**src/rtl/pc_sequencer.sv**
```systemverilog
`default_nettype none
// ============================================================================
// Module   : pc_sequencer
// Purpose  : Fetch-stage PC register with JR/jump/branch redirect and a
//            valid/ready instruction-fetch request.
// Revision : 1.0 - initial release
// ============================================================================
module pc_sequencer #(
   parameter logic [15:0] RESET_PC = 16'h0000
) (
   input  logic        clk,
   input  logic        rst_n,
   input  logic        stall,
   input  logic        jr_control,
   input  logic [15:0] jr_addr,
   input  logic        jump,
   input  logic [12:0] jump_field,
   input  logic        branch_taken,
   input  logic [6:0]  branch_imm,
   input  logic [15:0] ex_pc_plus2,
   input  logic        if_ready,
   output logic        if_valid,
   output logic [15:0] pc_o,
   output logic [15:0] pc_plus2_o,
   output logic        flush,
   output logic        redirect_pend
);

   typedef enum logic [1:0] {
      S_RST  = 2'd0,
      S_RUN  = 2'd1,
      S_PEND = 2'd2
   } state_t;

   localparam logic [15:0] c_reset_pc = RESET_PC & 16'hFFFE;

   state_t      r_state, w_state_nxt;
   logic [15:0] r_pc, w_pc_nxt;
   logic [15:0] r_pending, w_pending_nxt;
   logic        r_flush;

   logic        w_accept;
   logic        w_redir;
   logic [15:0] w_br_off;
   logic [15:0] w_target;

   assign if_valid      = (r_state != S_RST);
   assign redirect_pend = (r_state == S_PEND);
   assign pc_o          = r_pc;
   assign pc_plus2_o    = r_pc + 16'd2;
   assign flush         = r_flush;

   assign w_accept = if_valid & if_ready;
   // Redirect flags are ignored while the fetch port is idle after reset.
   assign w_redir  = if_valid & (jr_control | jump | branch_taken);
   assign w_br_off = {{8{branch_imm[6]}}, branch_imm, 1'b0};

   always_comb begin
      w_target = ex_pc_plus2 + w_br_off;
      if (jr_control)
         w_target = jr_addr & 16'hFFFE;
      else if (jump)
         w_target = {ex_pc_plus2[15:14], jump_field, 1'b0};
   end

   always_comb begin
      w_state_nxt   = r_state;
      w_pc_nxt      = r_pc;
      w_pending_nxt = r_pending;
      case (r_state)
         S_RST: w_state_nxt = S_RUN;
         S_RUN: begin
            if (w_redir) begin
               // A stalled fetch is discarded anyway, so the PC may move.
               if (w_accept || stall) begin
                  w_pc_nxt = w_target;
               end else begin
                  w_pending_nxt = w_target;
                  w_state_nxt   = S_PEND;
               end
            end else if (w_accept && !stall) begin
               w_pc_nxt = r_pc + 16'd2;
            end
         end
         S_PEND: begin
            if (w_redir) begin
               if (w_accept) begin
                  w_pc_nxt    = w_target;
                  w_state_nxt = S_RUN;
               end else begin
                  w_pending_nxt = w_target;
               end
            end else if (w_accept) begin
               w_pc_nxt    = r_pending;
               w_state_nxt = S_RUN;
            end
         end
         default: w_state_nxt = S_RST;
      endcase
   end

   always_ff @(posedge clk) begin
      if (!rst_n) begin
         r_state   <= S_RST;
         r_pc      <= c_reset_pc;
         r_pending <= 16'h0000;
         r_flush   <= 1'b0;
      end else begin
         r_state   <= w_state_nxt;
         r_pc      <= w_pc_nxt;
         r_pending <= w_pending_nxt;
         r_flush   <= w_redir;
      end
   end

endmodule
`default_nettype wire

```
**config.mk**
```make
export PLATFORM = sky130hd
export DESIGN_NAME = pc_sequencer
export DESIGN_NICKNAME = d
export VERILOG_FILES = /design/src/rtl/pc_sequencer.sv
export SDC_FILE = /design/constraint.sdc
export NUM_CORES = 1
export LEC_CHECK = 0
export CORE_MARGIN = 5
export CORE_UTILIZATION = 43
export CTS_CLUSTER_SIZE = 25
export DETAILED_ROUTE_END_ITERATION = 8
export PLACE_DENSITY_LB_ADDON = 0.12
export SYNTH_ARGS = -nofsm -noshare
export SYNTH_HDL_FRONTEND = slang
export SYNTH_SLANG_ARGS = --single-unit
```
**constraint.sdc**
```tcl
create_clock -name clk -period 2.3 [get_ports clk]
set_input_delay 0.46 -clock clk [delete_from_list [all_inputs] [get_ports clk]]
set_output_delay 0.46 -clock clk [all_outputs]
set_load 0.02 [all_outputs]
```
==> run_results.csv <==
group,metric,value,unit
power,p_leak,2.10,nW
layout,syn_to_final_growth,61.3,%
layout,fillerInstances,571,
worst_setup_path,r2r_start,"r_state[0]",
grt,grt-ovfl-total,0,
logic_synthesis,syn_avg_cell_area,7.59,µm²
worst_setup_path,worst-path-buf-inv,4,
sta,whs,0.459,ns
grt,grt_max_degree,23,
worst_setup_path,rr_endpoint,"pc_o[13]",
run,max-cap-violations,0,
logic_synthesis,synth_nets,477,
worst_setup_path,ff2ff_setup_slack,0.20,ns
cts,clockBufferDepth,2,
cts,insertion_delay,0.29,ns
worst_setup_path,cpPeakStageDelay,0.39,ns
worst_setup_path,critPathTopFamily,"compound AO/OA/AOI/OAI gates",
worst_setup_path,critPathLaunchType,"input port",
logic_synthesis,yosysUniqueCellTypes,61,
sta,finalCritPeriodShare,0.986,
floorplanning,pin_count,94,
drt,wirelength,9690,µm
power,p_clk_frac,0.174,
logic_synthesis,yosys-top-cells-area,"dfxtp_1 (23%), ha_1 (7.4%), o21ai_0 (5.6%)",
cts,cts.clk_slew.worst_paths,0.07,ns
floorplanning,core-area,0.00683,mm²
layout,nets,644,
min_path,hold_path_class,"reg -> reg",
logic_synthesis,async_flop_share,0,
sta,skew,0.00555,ns
drt,drt_iter0_drc,154,
cts,cts_root_buf,"clkbuf_8",
worst_setup_path,path_cells,"buf_6 > ha_4 > buf_4 > buf_4 > a21o_1 > nand4_1 > and2_4 > a31oi_1 > a222oi_1 > buf_4 > nor2_1 > o221a_2",
power,sw_frac_of_total,0.376,
worst_setup_path,endpoint_kind,"register",
layout,diodes,0,
sta,drv_slew,0,
layout,final_cell_mix,"buf_4 (88), clkdlybuf4s50_1 (65), nand2_1 (36), dfxtp_1 (35), o21ai_0 (29)",
drt,drc,0,
sta,clock.fmax,441,MHz
status,status,"finished, final reports clean",
logic_synthesis,synth_top_area_frac,0.231,
logic_synthesis,postSynthCellCount,399,
floorplanning,initial_utilization,0.443,
grt,grt_pass1_vias,3361,
layout,drive_above_1_share,0.273,
worst_setup_path,worst-r2r-cell-count,8,
cts,cts_made_buffers,5,
drt,vias,3585,
drt,wl_per_cell,14.6,µm
logic_synthesis,yosysTopAreaCell,"dfxtp_1",
power,intPower,1.58,mW
logic_synthesis,synth_edf_count,0,
cts,cts_tree,"built",
worst_setup_path,crit_required,2.49,ns
cts,cts_hold_buf,0,
power,power.density,517,mW/mm²
sta,setup_viol,0,
sta,worst_pin_slew,0.570,ns
logic_synthesis,yosysSeqAreaShare,0.231,
logic_synthesis,yosys_most_used_dff,"dfxtp_1",
logic_synthesis,ys_warn_count,0,
sta,period_needed,2.27,ns
cts,numClockSinks,35,
sta,finalHoldViolCount,0,
floorplanning,placementRows,30,
grt,grt_pass1_wl,15300,µm
place,place.gp.congestion,0.837,
floorplanning,die_y,93.9,µm
logic_synthesis,syn-cell-area,0.00303,mm²
place,io_buffers,92,
min_path,hold_start,"r_pending[15]",
power,switchingPower,0.948,mW
drt,ant_nets,0,
logic_synthesis,synth-seq-cells,35,
worst_setup_path,cp.arrival,2.46,ns
min_path,hold_path_depth,2,
power,power.total,2.52,mW
layout,final_common_cell,"buf_4",
worst_setup_path,cp_max_fo,4,
floorplanning,design.die.area,0.00882,mm²
floorplanning,die_width,93.9,µm
min_path,min_to,"r_pending[15]",
worst_setup_path,crit_top_cell,"buf_4",
grt,grtUsageTotal,0.214,
cts,cts_max_level,2,
drt,viasPerCell,5.41,
power,power_frac_comb,0.534,
sta,rsz0062_at_grt,"true",
worst_setup_path,critPathKind,"in -> reg",
grt,antenna_found_initial,0,
drt,drt-pass1-iter-count,6,
sta,relSlewSlack,0.620,
worst_setup_path,crit_slowest_cell,"a222oi_1",
power,p_seq_frac,0.292,
place,dp_hpwl,7670,µm
power,irDropWorstVdd,0.000204,V
-- sequential cells by signal, indices dropped and copies added, names as in the netlist --
signal	count
r_pending	16
flush	1
r_state	2
pc_o	16
-- through the flow --
| stage | util | std cells | TNS [ns] | setup slack, ns | cell area (µm²) |
|---|---|---|---|---|---|
| after floorplan | - | 399 | 0 | 0.0729 | 3030 |
| after global placement | 0.669 | 646 | -9.33 | -0.532 | 4570 |
| after detailed placement | 0.669 | 646 | -11.05 | -0.666 | 4570 |
| after CTS | 0.694 | 658 | -0.00171 | -0.00145 | 4740 |
| after global routing | 0.715 | 663 | -0.350 | -0.0830 | 4880 |
| final | 0.715 | 663 | 0 | 0.0312 | 4880 |
-- per-layer routing --
metal / share of wire / global-route usage
met1: 0.45 / 0.277
met2: 0.48 / 0.370
met3: 0.055 / 0.0264
met4: 0.014 / 0.0614
met5: 0 / 0
-- what timing repair did --
action	in CTS	in global routing
resized for setup	46	62
setup buffers	4	5
setup endpoints to repair	33	30
pin swaps	14	30
-- worst max path at each step --
stage	depth (start not counted)	endpoint	from	slack, ns
floorplan	10	pc_o[7]	branch_imm[0]	0.07
global placement	11	pc_o[7]	branch_imm[0]	-0.53
detailed placement	11	r_pending[7]	branch_imm[0]	-0.67
CTS	6	pc_plus2_o[8]	pc_o[1]	-0.001
global route	4	pc_plus2_o[10]	pc_o[3]	-0.08
finish	12	pc_o[8]	branch_imm[0]	0.03
-- Yosys cell counts, types with 3 or more instances --
cell      instances
xnor2_1          10
nand2_1          36
nor2_1           27
o22ai_1           6
o21ai_1           9
a222oi_1          3
o21ai_0          34
nand3_1          18
mux2i_1           9
and2_1           14
dfxtp_1          35
o21a_1            4
mux2_2            3
nor4_1            4
a21oi_1          27
inv_1            17
ha_1             18
nand2b_1          5
nor2b_1          11
clkbuf_1         14
a21o_1            7
a31oi_1           7
o211ai_1          7
a211oi_1          7
nor3_1            7
xor2_1            7
buf_2             3
nand4_1           5
buf_6             4
-- cell type report --
cell class                 count  area (µm²)  share of cell area
clock buffer                   7        76.3              0.0156
clock inverter                 1        5.00             0.00102
timing repair buffer         183        1580               0.323
tap                           96         120              0.0246
sequential                    35         701               0.143
multi-input combinational    324        2340               0.479
inverter                      17        63.8              0.0131
-- power groups by stage --
stage / logic, mW / registers (mW) / clock network (mW)
2_1_floorplan: 0.625 / 0.811 / 0
3_3_place_gp: 1.27 / 0.745 / 0
3_5_place_dp: 1.29 / 0.749 / 0
4_1_cts: 1.30 / 0.735 / 0.440
5_1_grt: 1.46 / 0.750 / 0.471
6_report: 1.35 / 0.738 / 0.438
-- logic make-up (layout without fill, tap and decap cells) --
kind of cell / Yosys count / count (layout) / synth area share
mux: 12 / 12 / 0.0409
buf+inv: 40 / 208 / 0.0632
compound gates: 140 / 140 / 0.312
fa+ha+maj: 19 / 19 / 0.0810
flops: 35 / 35 / 0.231
simple gates: 136 / 136 / 0.223
xor+xnor: 17 / 17 / 0.0492
-- tightest hold or removal path: cells and delay by family, from the launching register on --
kind          cells  cell delay (ns)
flops             1             0.31
simple gates      2             0.10
(Power assumes the default switching activity.)
